File: src/rtl/output_stage_fifo.sv
// output_stage_fifo: decodes accepted RXA/TXE ops into host-bound and
// network-bound words and queues each stream in its own first-word
// fall-through FIFO with valid/ready handshakes on both outputs.
// Optional build macro OUTPUT_STAGE_ERR_CNT_EN adds a 16-bit saturating
// parity-error counter on err_count_out; without it the port is tied to 0.

module output_stage_fifo_buf #(
    parameter int width = 32,
    parameter int depth = 4
) (
    input  logic                     clk,
    input  logic                     reset,
    input  logic                     push,
    input  logic [width-1:0]         push_data,
    input  logic                     pop_ready,
    output logic                     valid,
    output logic [width-1:0]         head,
    output logic [$clog2(depth):0]   count
);
    localparam int AW = $clog2(depth);
    localparam int CW = AW + 1;

    logic [width-1:0] mem [depth];
    logic [AW-1:0]    wr_ptr;
    logic [AW-1:0]    rd_ptr;
    logic [CW-1:0]    cnt;
    logic             pop;

    // Head word falls through from the read pointer; pop only when something is there.
    always_comb begin
        valid = (cnt != '0);
        head  = mem[rd_ptr];
        count = cnt;
        pop   = valid && pop_ready;
    end

    // Storage, pointers and occupancy; mem is cleared so the head is never X.
    always_ff @(posedge clk) begin
        if (reset) begin
            wr_ptr <= '0;
            rd_ptr <= '0;
            cnt    <= '0;
            for (int i = 0; i < depth; i++) begin
                mem[i] <= '0;
            end
        end else begin
            if (push) begin
                mem[wr_ptr] <= push_data;
                wr_ptr      <= wr_ptr + AW'(1);
            end
            if (pop) begin
                rd_ptr <= rd_ptr + AW'(1);
            end
            case ({push, pop})
                2'b10:   cnt <= cnt + CW'(1);
                2'b01:   cnt <= cnt - CW'(1);
                default: cnt <= cnt;
            endcase
        end
    end
endmodule

module output_stage_fifo #(
    parameter int data_size = 32,
    parameter int tag_size  = 8,
    parameter int depth     = 4
) (
    input  logic                          clk,
    input  logic                          reset,
    input  logic                          in_valid_in,
    output logic                          in_ready_out,
    input  logic [1:0]                    opcode_in,
    input  logic                          soft_error_in,
    input  logic [data_size-1:0]          tx_data_in,
    input  logic [data_size+tag_size-1:0] tx_data_plus_tag_in,
    input  logic                          tag_match_in,
    input  logic [data_size-1:0]          rx_data_in,
    input  logic [data_size+tag_size-1:0] ndt_in,
    input  logic                          host_ready_in,
    output logic                          host_valid_out,
    output logic [data_size-1:0]          host_data_out,
    input  logic                          network_ready_in,
    output logic                          network_valid_out,
    output logic [data_size+tag_size-1:0] ndt_out,
    output logic                          network_ack_out,
    output logic                          parity_error_out,
    output logic [$clog2(depth):0]        host_count_out,
    output logic [$clog2(depth):0]        net_count_out,
    output logic [15:0]                   err_count_out
);
    localparam int CW = $clog2(depth) + 1;
    localparam int NW = data_size + tag_size;
    localparam logic [CW-1:0] FULL = CW'(depth);
    localparam logic [1:0] OP_RXA = 2'b10;
    localparam logic [1:0] OP_TXE = 2'b01;

    logic                 acc_p0;
    logic                 ack_c_p0;
    logic                 host_push_p0;
    logic                 net_push_p0;
    logic [data_size-1:0] host_word_p0;
    logic [NW-1:0]        net_word_p0;
    logic                 ack_p1;
    logic                 perr_p1;

    // Accept gating and op decode into the two output streams.
    always_comb begin
        in_ready_out = (host_count_out < FULL) && (net_count_out < FULL);
        acc_p0       = in_valid_in && in_ready_out;
        ack_c_p0     = tag_match_in && (opcode_in == OP_RXA);
        host_push_p0 = acc_p0 && (soft_error_in || ack_c_p0);
        host_word_p0 = (soft_error_in || ack_c_p0) ? tx_data_in : rx_data_in;
        net_push_p0  = acc_p0 && (ack_c_p0 || (!soft_error_in && (opcode_in == OP_TXE)));
        net_word_p0  = (ack_c_p0 || (opcode_in == OP_RXA)) ? tx_data_plus_tag_in : ndt_in;
    end

    output_stage_fifo_buf #(.width(data_size), .depth(depth)) u_host_fifo (
        .clk       (clk),
        .reset     (reset),
        .push      (host_push_p0),
        .push_data (host_word_p0),
        .pop_ready (host_ready_in),
        .valid     (host_valid_out),
        .head      (host_data_out),
        .count     (host_count_out)
    );

    output_stage_fifo_buf #(.width(NW), .depth(depth)) u_net_fifo (
        .clk       (clk),
        .reset     (reset),
        .push      (net_push_p0),
        .push_data (net_word_p0),
        .pop_ready (network_ready_in),
        .valid     (network_valid_out),
        .head      (ndt_out),
        .count     (net_count_out)
    );

    // One-cycle ack and parity-error pulses registered after the accept cycle.
    always_ff @(posedge clk) begin
        if (reset) begin
            ack_p1  <= 1'b0;
            perr_p1 <= 1'b0;
        end else begin
            ack_p1  <= acc_p0 && ack_c_p0;
            perr_p1 <= acc_p0 && soft_error_in;
        end
    end

    assign network_ack_out  = ack_p1;
    assign parity_error_out = perr_p1;

`ifdef OUTPUT_STAGE_ERR_CNT_EN
    logic [15:0] err_cnt_p1;

    function automatic logic [15:0] sat_inc16(input logic [15:0] v);
        return (v == 16'hFFFF) ? v : v + 16'd1;
    endfunction

    // Saturating count of accepted ops that carried a parity error.
    always_ff @(posedge clk) begin
        if (reset) begin
            err_cnt_p1 <= 16'h0000;
        end else if (acc_p0 && soft_error_in) begin
            err_cnt_p1 <= sat_inc16(err_cnt_p1);
        end
    end

    assign err_count_out = err_cnt_p1;
`else
    assign err_count_out = 16'h0000;
`endif
endmodule

File: config.mk
export PLATFORM = sky130hd
export DESIGN_NAME = output_stage_fifo
export DESIGN_NICKNAME = d
export VERILOG_FILES = /design/src/rtl/output_stage_fifo.sv
export SDC_FILE = /design/constraint.sdc
export NUM_CORES = 1
export LEC_CHECK = 0
export ABC_AREA = 1
export ABC_CLOCK_PERIOD_IN_PS = 8500
export BUFFER_PORTS_ARGS = -buffer_cell sky130_fd_sc_hd__buf_2
export CORE_MARGIN = 10
export CORE_UTILIZATION = 40
export CTS_CLUSTER_DIAMETER = 40
export CTS_CLUSTER_SIZE = 8
export DETAILED_ROUTE_END_ITERATION = 12
export PLACE_DENSITY = 0.67
export SLEW_MARGIN = 20
export SYNTH_ARGS = -nofsm -noshare
export SYNTH_HDL_FRONTEND = slang
export SYNTH_HIERARCHICAL = 1
export SYNTH_SLANG_ARGS = --single-unit
File: constraint.sdc
create_clock -name clk -period 8.5 [get_ports clk]
set_clock_uncertainty 0.1 [all_clocks]
set_input_delay 0.85 -clock clk [delete_from_list [all_inputs] [get_ports clk]]
set_output_delay 0.85 -clock clk [all_outputs]
set_load 0.05 [all_outputs]
# --- After elaboration in Yosys (flattened, before gate mapping) ---
# Memory sizes are Yosys's and may differ from the RTL's. A register that Yosys moved wholly into a read port is not among the register bits.
# Index checks and enable logic that the tools add are counted.
classes:
  muxes: 22
  n_eq_ne: 6
  n_reduce_logical: 20
  add_sub_neg: 8
  n_lt_le_gt_ge: 2
op_table:
  columns: ["cell", "n"]
  rows:
  - ["40-bit 2-to-1 mux", 2]
  - ["32-bit 2-to-1 mux", 2]
  - ["40-bit OR reduction", 1]
  - ["32-bit OR reduction", 1]
  - ["2-bit 2-to-1 mux", 6]
  - ["3-bit case mux with 2 select lines", 2]
  - ["1-bit logical AND", 10]
  - ["1-bit 2-to-1 mux", 10]
  - ["2-bit by 1-bit adder with 2-bit output (second input constant)", 4]
  - ["3-bit by 1-bit adder with 3-bit output (second input constant)", 2]
  - ["2-bit by 1-bit == test with 1-bit output (second input constant)", 3]
  - ["2-bit == test (second input constant)", 3]
  - ["3-bit < comparator (second input constant)", 2]
  - ["3-bit nonzero test", 2]
  - ["3-bit by 1-bit subtractor with 3-bit output (second input constant)", 2]
  - ["2-bit nonzero test", 2]
  - ["1-bit logical OR", 3]
  - ["1-bit logical NOT", 1]
word_totals:
  out_inout_bits: 99
  register_bits: 16
  word_cells: 68
  input_bits: 153
  ramBits: 288
  mem_count: 2
memory_table:
  columns: ["memory", "depth", "width", "rd", "rd_clocked_by_memory_dff", "wr", "line_no", "source"]
  rows:
  - ["u_net_fifo.mem", 4, 40, 1, 1, 4, "23", "logic [width-1:0] mem [depth];"]
  - ["u_host_fifo.mem", 4, 32, 1, 1, 4, "23", null]

# --- Depth between registers and ports, before layout ---
depth:
  depth_word: 9
  ltp_mapped: 14
  ltp_nobuf: 13

# --- By module ---
# The synthesis kept the hierarchy.
modules_own_cells:
  columns: ["mod", "cells_per_inst", "instances", "area_per_inst_um2", "seq_area_each_um2"]
  rows:
  - ["output_stage_fifo_buf at u_net_fifo", 706, 1, 7538.5, 4984.8]
  - ["output_stage_fifo_buf at u_host_fifo", 576, 1, 6153.4, 4023.9]
  - ["output_stage_fifo", 269, 1, 1242.4, 40.0]

# --- Worst setup path after synthesis ---
# No wires, ideal clock.
synth_path:
  kind: "flip-flop to flip-flop"
  from: "register u_net_fifo.cnt[2], in the netlist u_net_fifo/count[2]"
  to: "memory u_net_fifo/mem[3][0] (netlist name) (enable)"
  arrival_time_ps: 4761
  path_buffers: 0
  slack_ps: 3144
  path_stages_with_launch: 6
  setup_time_ps: 495
  period_less_slack_ps: 5356
  required_ps: 7905
  path_cell_list: "dfxtp_1 -> nor2_1 -> nand2_1 -> a21oi_1 -> nand2_1 -> o21ai_0"
synth_rtl:
  columns: ["item", "line_no", "source"]
  rows:
  - ["start: declaration", "26", "logic [CW-1:0] cnt;"]
  - ["start signal: assignment", "55", "2'b10: cnt <= cnt + CW'(1);"]
  - ["start signal: assignment", "56", "2'b01: cnt <= cnt - CW'(1);"]
  - ["start signal: assignment", "57", "default: cnt <= cnt;"]
  - ["end: declaration", "23", null]

==> summary.md <==
| Metric | Value |
|---|---|
| Status | complete, no violations |
| CTS tree | yes |
| Htree depth | 2 |
| F_max | 221.2 MHz |
| Internal power | 3154 µW |
| Root buffer cell | clkbuf_16 |
| Worst R2R Start | u_net_fifo/count[2]$_SDFFE_PP0P_ |
| Critical path fanouts, max | 42 |
| Reg2reg end | u_host_fifo/mem[0][9]$_SDFFCE_PN0P_ |
| Least-Margin Pin Slew | 1.155 ns |
| PD cells | 297.3 nW/µm² |
| Die width | 213.2 µm |
| GRT Total Usage | 16.80% |
| Num CTS Buffers | 46 |
| Switching part of the total | 39.91% |
| Power, Total | 5250 µW |
| Sum of negative setup slack | 0 ns |
| Crit path capture type | register |
| Library cells used by synthesis | 27 |
| # hold bufs at CTS | 0 |
| Slew HR | 22.99% |
| Later-pin clock latency in the skew report | 0.54 ns |
| Post-cts resize count | 0 |
| Post-CTS Setup Inserts | 0 |
| Gr ovfl total | 0 |
| Asr flop ratio synth | 0% |
| Drt initial violations | 936 |
| Type of origin of the critical path | primary input |
| Combinational Power Share | 34.5% |
| Largest net degree at the start of global routing | 82 |
| Seq cells post-synth | 308 |
| Max cap viols | 0 |
| Worst Reg2Reg Path Length in Cells | 5 |
| WP data required | 8.55 ns |
| Core footprint | 36700 µm² |
| Syn-to-layout area delta | 18.24% |
| Row count | 70 |
| Clk pwr share | 30.9% |
| Hpwl dp | 23860 µm |
| Final nets | 1911 |
| Arrival time at the worst endpoint | 4.57 ns |
| GPL Wtd Cong | 0.7961 |
| Ranking of synthesized cells by area | edfxtp_1, nor2_1, o21ai_0 |
| Max VDD drop | 212.0 µV |
| Hold depth | 2 |
| Part of the power in registers | 34.7% |
| Clock Sinks | 308 |
| IO Count | 252 |
| Antenna violations before repair | 2 |
| Register area share after synthesis | 60.59% |
| Leakage | 0.007211 µW |
| Tcrit/Tclk final | 53.18% |
| Vias | 11470 |
| Commonest cells post-synth | nor2_1, edfxtp_1, nand2_1 |
| WHS | 0.4007 ns |
| I/O Buffers | 235 |
| Synthesis Warnings | 6 |
| Detailed Routing Iterations Pass 1 | 4 |
| Bufs on Longest Clock Path | 3 |
| Vias per inst | 5.101 |
| Prevailing post-synth register cell | edfxtp_1 |
| Critical path class | primary input to register |
| Min Tclk post-route | 4.520 ns |
| Top-count cell post-synth | nor2_1 |
| Initial Utilization | 40.70% |
| Post-synthesis cell area | 14930 µm² |
| Post-Route Utilization | 48.12% |
| Share of cells above drive strength 1 | 25.42% |
| DR WL/cell | 17.61 µm |
| Leading area contributor after synthesis | edfxtp_1 |
| Final antenna-violating net count | 0 |
| Worst-path clk slew | 0.05 ns |
| Hold Path Class | register to register |
| Die area | 45460 µm² |
| Avg Inst Size Synth | 9.629 µm² |
| Post-DP Area | 16350 µm² |
| RSZ-0062 raised after global routing | false |
| Post-Synthesis Cells | 1551 |
| P_sw | 2095 µW |
| R2r setup slk | 4.96 ns |
| Hold Startpoint | u_host_fifo/rd_ptr[1]$_SDFFE_PP0P_ |
| Routed wire length | 39600 µm |
| Synth top area share | 57.91% |
| Post-synth EDFFs | 288 |
| Vias in the first global route | 11430 |
| Global-route wire length before repair | 60510 µm |
| Final setup viols | 0 |
| Final Slew Violations | 0 |
| Die height | 213.2 µm |
| Hold Vio Cnt, Final | 0 |
| Final instance area | 17660 µm² |
| DRC | 0 |
==> metrics by stage <==
stage | worst slack, ns | instances
after global routing | 3.688 | 2247
after CTS | 3.954 | 2246
final | 3.980 | 2248
after detailed placement | 3.410 | 2174
after floorplan | 3.144 | 1566
after global placement | 3.525 | 2174
==> layout by cell type (no fill, tap or decap), types with 3 or more instances in the layout <==
| master | synthesis | routed |
|---|---|---|
| nor2_2 | 10 | 10 |
| clkbuf_16 | 0 | 46 |
| o22ai_1 | 72 | 72 |
| edfxtp_1 | 288 | 288 |
| a21oi_1 | 12 | 12 |
| o21ai_2 | 0 | 3 |
| conb_1 | 1 | 16 |
| buf_4 | 21 | 17 |
| inv_2 | 62 | 63 |
| dfxtp_1 | 20 | 18 |
| o21ai_0 | 144 | 138 |
| o21ai_1 | 10 | 10 |
| inv_1 | 116 | 115 |
| buf_2 | 33 | 235 |
| nand2_4 | 0 | 3 |
| o21ai_4 | 0 | 3 |
| nand3_1 | 78 | 78 |
| nor2_1 | 377 | 377 |
| nor2_4 | 60 | 60 |
| nand2_1 | 177 | 173 |
| clkbuf_1 | 46 | 19 |
| nand2_2 | 2 | 3 |
==> critical path, stage by stage <==
cell	delay, ns
buf_2	0.11
inv_2	0.55
nand3_4	0.59
a21oi_1	0.58
nand4_2	0.83
nand2_2	1.02
==> cell type report <==
cell class	instances	area [µm²]
Clock inverter	6	57.56
Multi-Input combinational cell	968	4751
Antenna cell	2	5.005
Tap cell	468	585.6
Inverter	178	668.1
Timing Repair Buffer	252	1304
Clock buffer	66	1236
Sequential cell	308	9051
Fill cell	3369	19040
==> cell families after synthesis <==
| group | Yosys count | synth area share [%] |
|---|---|---|
| and+or+nand+nor | 710 | 21.93 |
| DFF | 308 | 60.59 |
| buffers and inverters | 290 | 8.445 |
| AOI/OAI and AO/OA | 238 | 8.579 |
| adders and majority gates | 4 | 0.4356 |
| other | 1 | 0.02511 |
==> flip-flops by register name (all words and copies together) (netlist names), named ones only <==
register / cells
network_ack_out: 1
parity_error_out: 1
u_host_fifo/count: 3
u_host_fifo/mem: 128
u_host_fifo/rd_ptr: 2
u_host_fifo/wr_ptr: 2
u_net_fifo/count: 3
u_net_fifo/mem: 160
u_net_fifo/rd_ptr: 2
u_net_fifo/wr_ptr: 2
==> power groups by stage <==
stage | registers, µW | logic, µW | clock network (µW)
2_1_floorplan | 1890 | 1300 | 0
3_3_place_gp | 1850 | 1800 | 0
3_5_place_dp | 1850 | 1820 | 0
4_1_cts | 1820 | 1820 | 1650
5_1_grt | 1830 | 1940 | 1710
6_report | 1820 | 1810 | 1620
==> layer usage <==
layer | part of all wire [%] | vias up | track usage, %
met4 | 2.3 | 0 | 5.109
met2 | 49 | 436 | 29.29
met5 | 0 | - | 0
met1 | 41 | 5465 | 20.48
li1 | - | 5504 | -
met3 | 8.0 | 62 | 3.460
==> worst max path at each step <==
stage / depth (start not counted) / slack, ns / to / startpoint
after floorplan: 5 / 3.14 / u_net_fifo/mem[3][0]$_DFFE_PP_ / u_net_fifo/count[2]$_SDFFE_PP0P_
after global placement: 6 / 3.52 / u_host_fifo/mem[0][13]$_SDFFCE_PN0P_ / opcode_in[0]
after detailed placement: 6 / 3.41 / u_host_fifo/mem[0][2]$_SDFFCE_PN0P_ / opcode_in[0]
after CTS: 6 / 3.95 / u_host_fifo/mem[0][9]$_SDFFCE_PN0P_ / opcode_in[0]
after global routing: 6 / 3.69 / u_host_fifo/mem[0][10]$_SDFFCE_PN0P_ / opcode_in[0]
final: 6 / 3.98 / u_host_fifo/mem[0][9]$_SDFFCE_PN0P_ / opcode_in[0]
(Power assumes the default switching activity.)
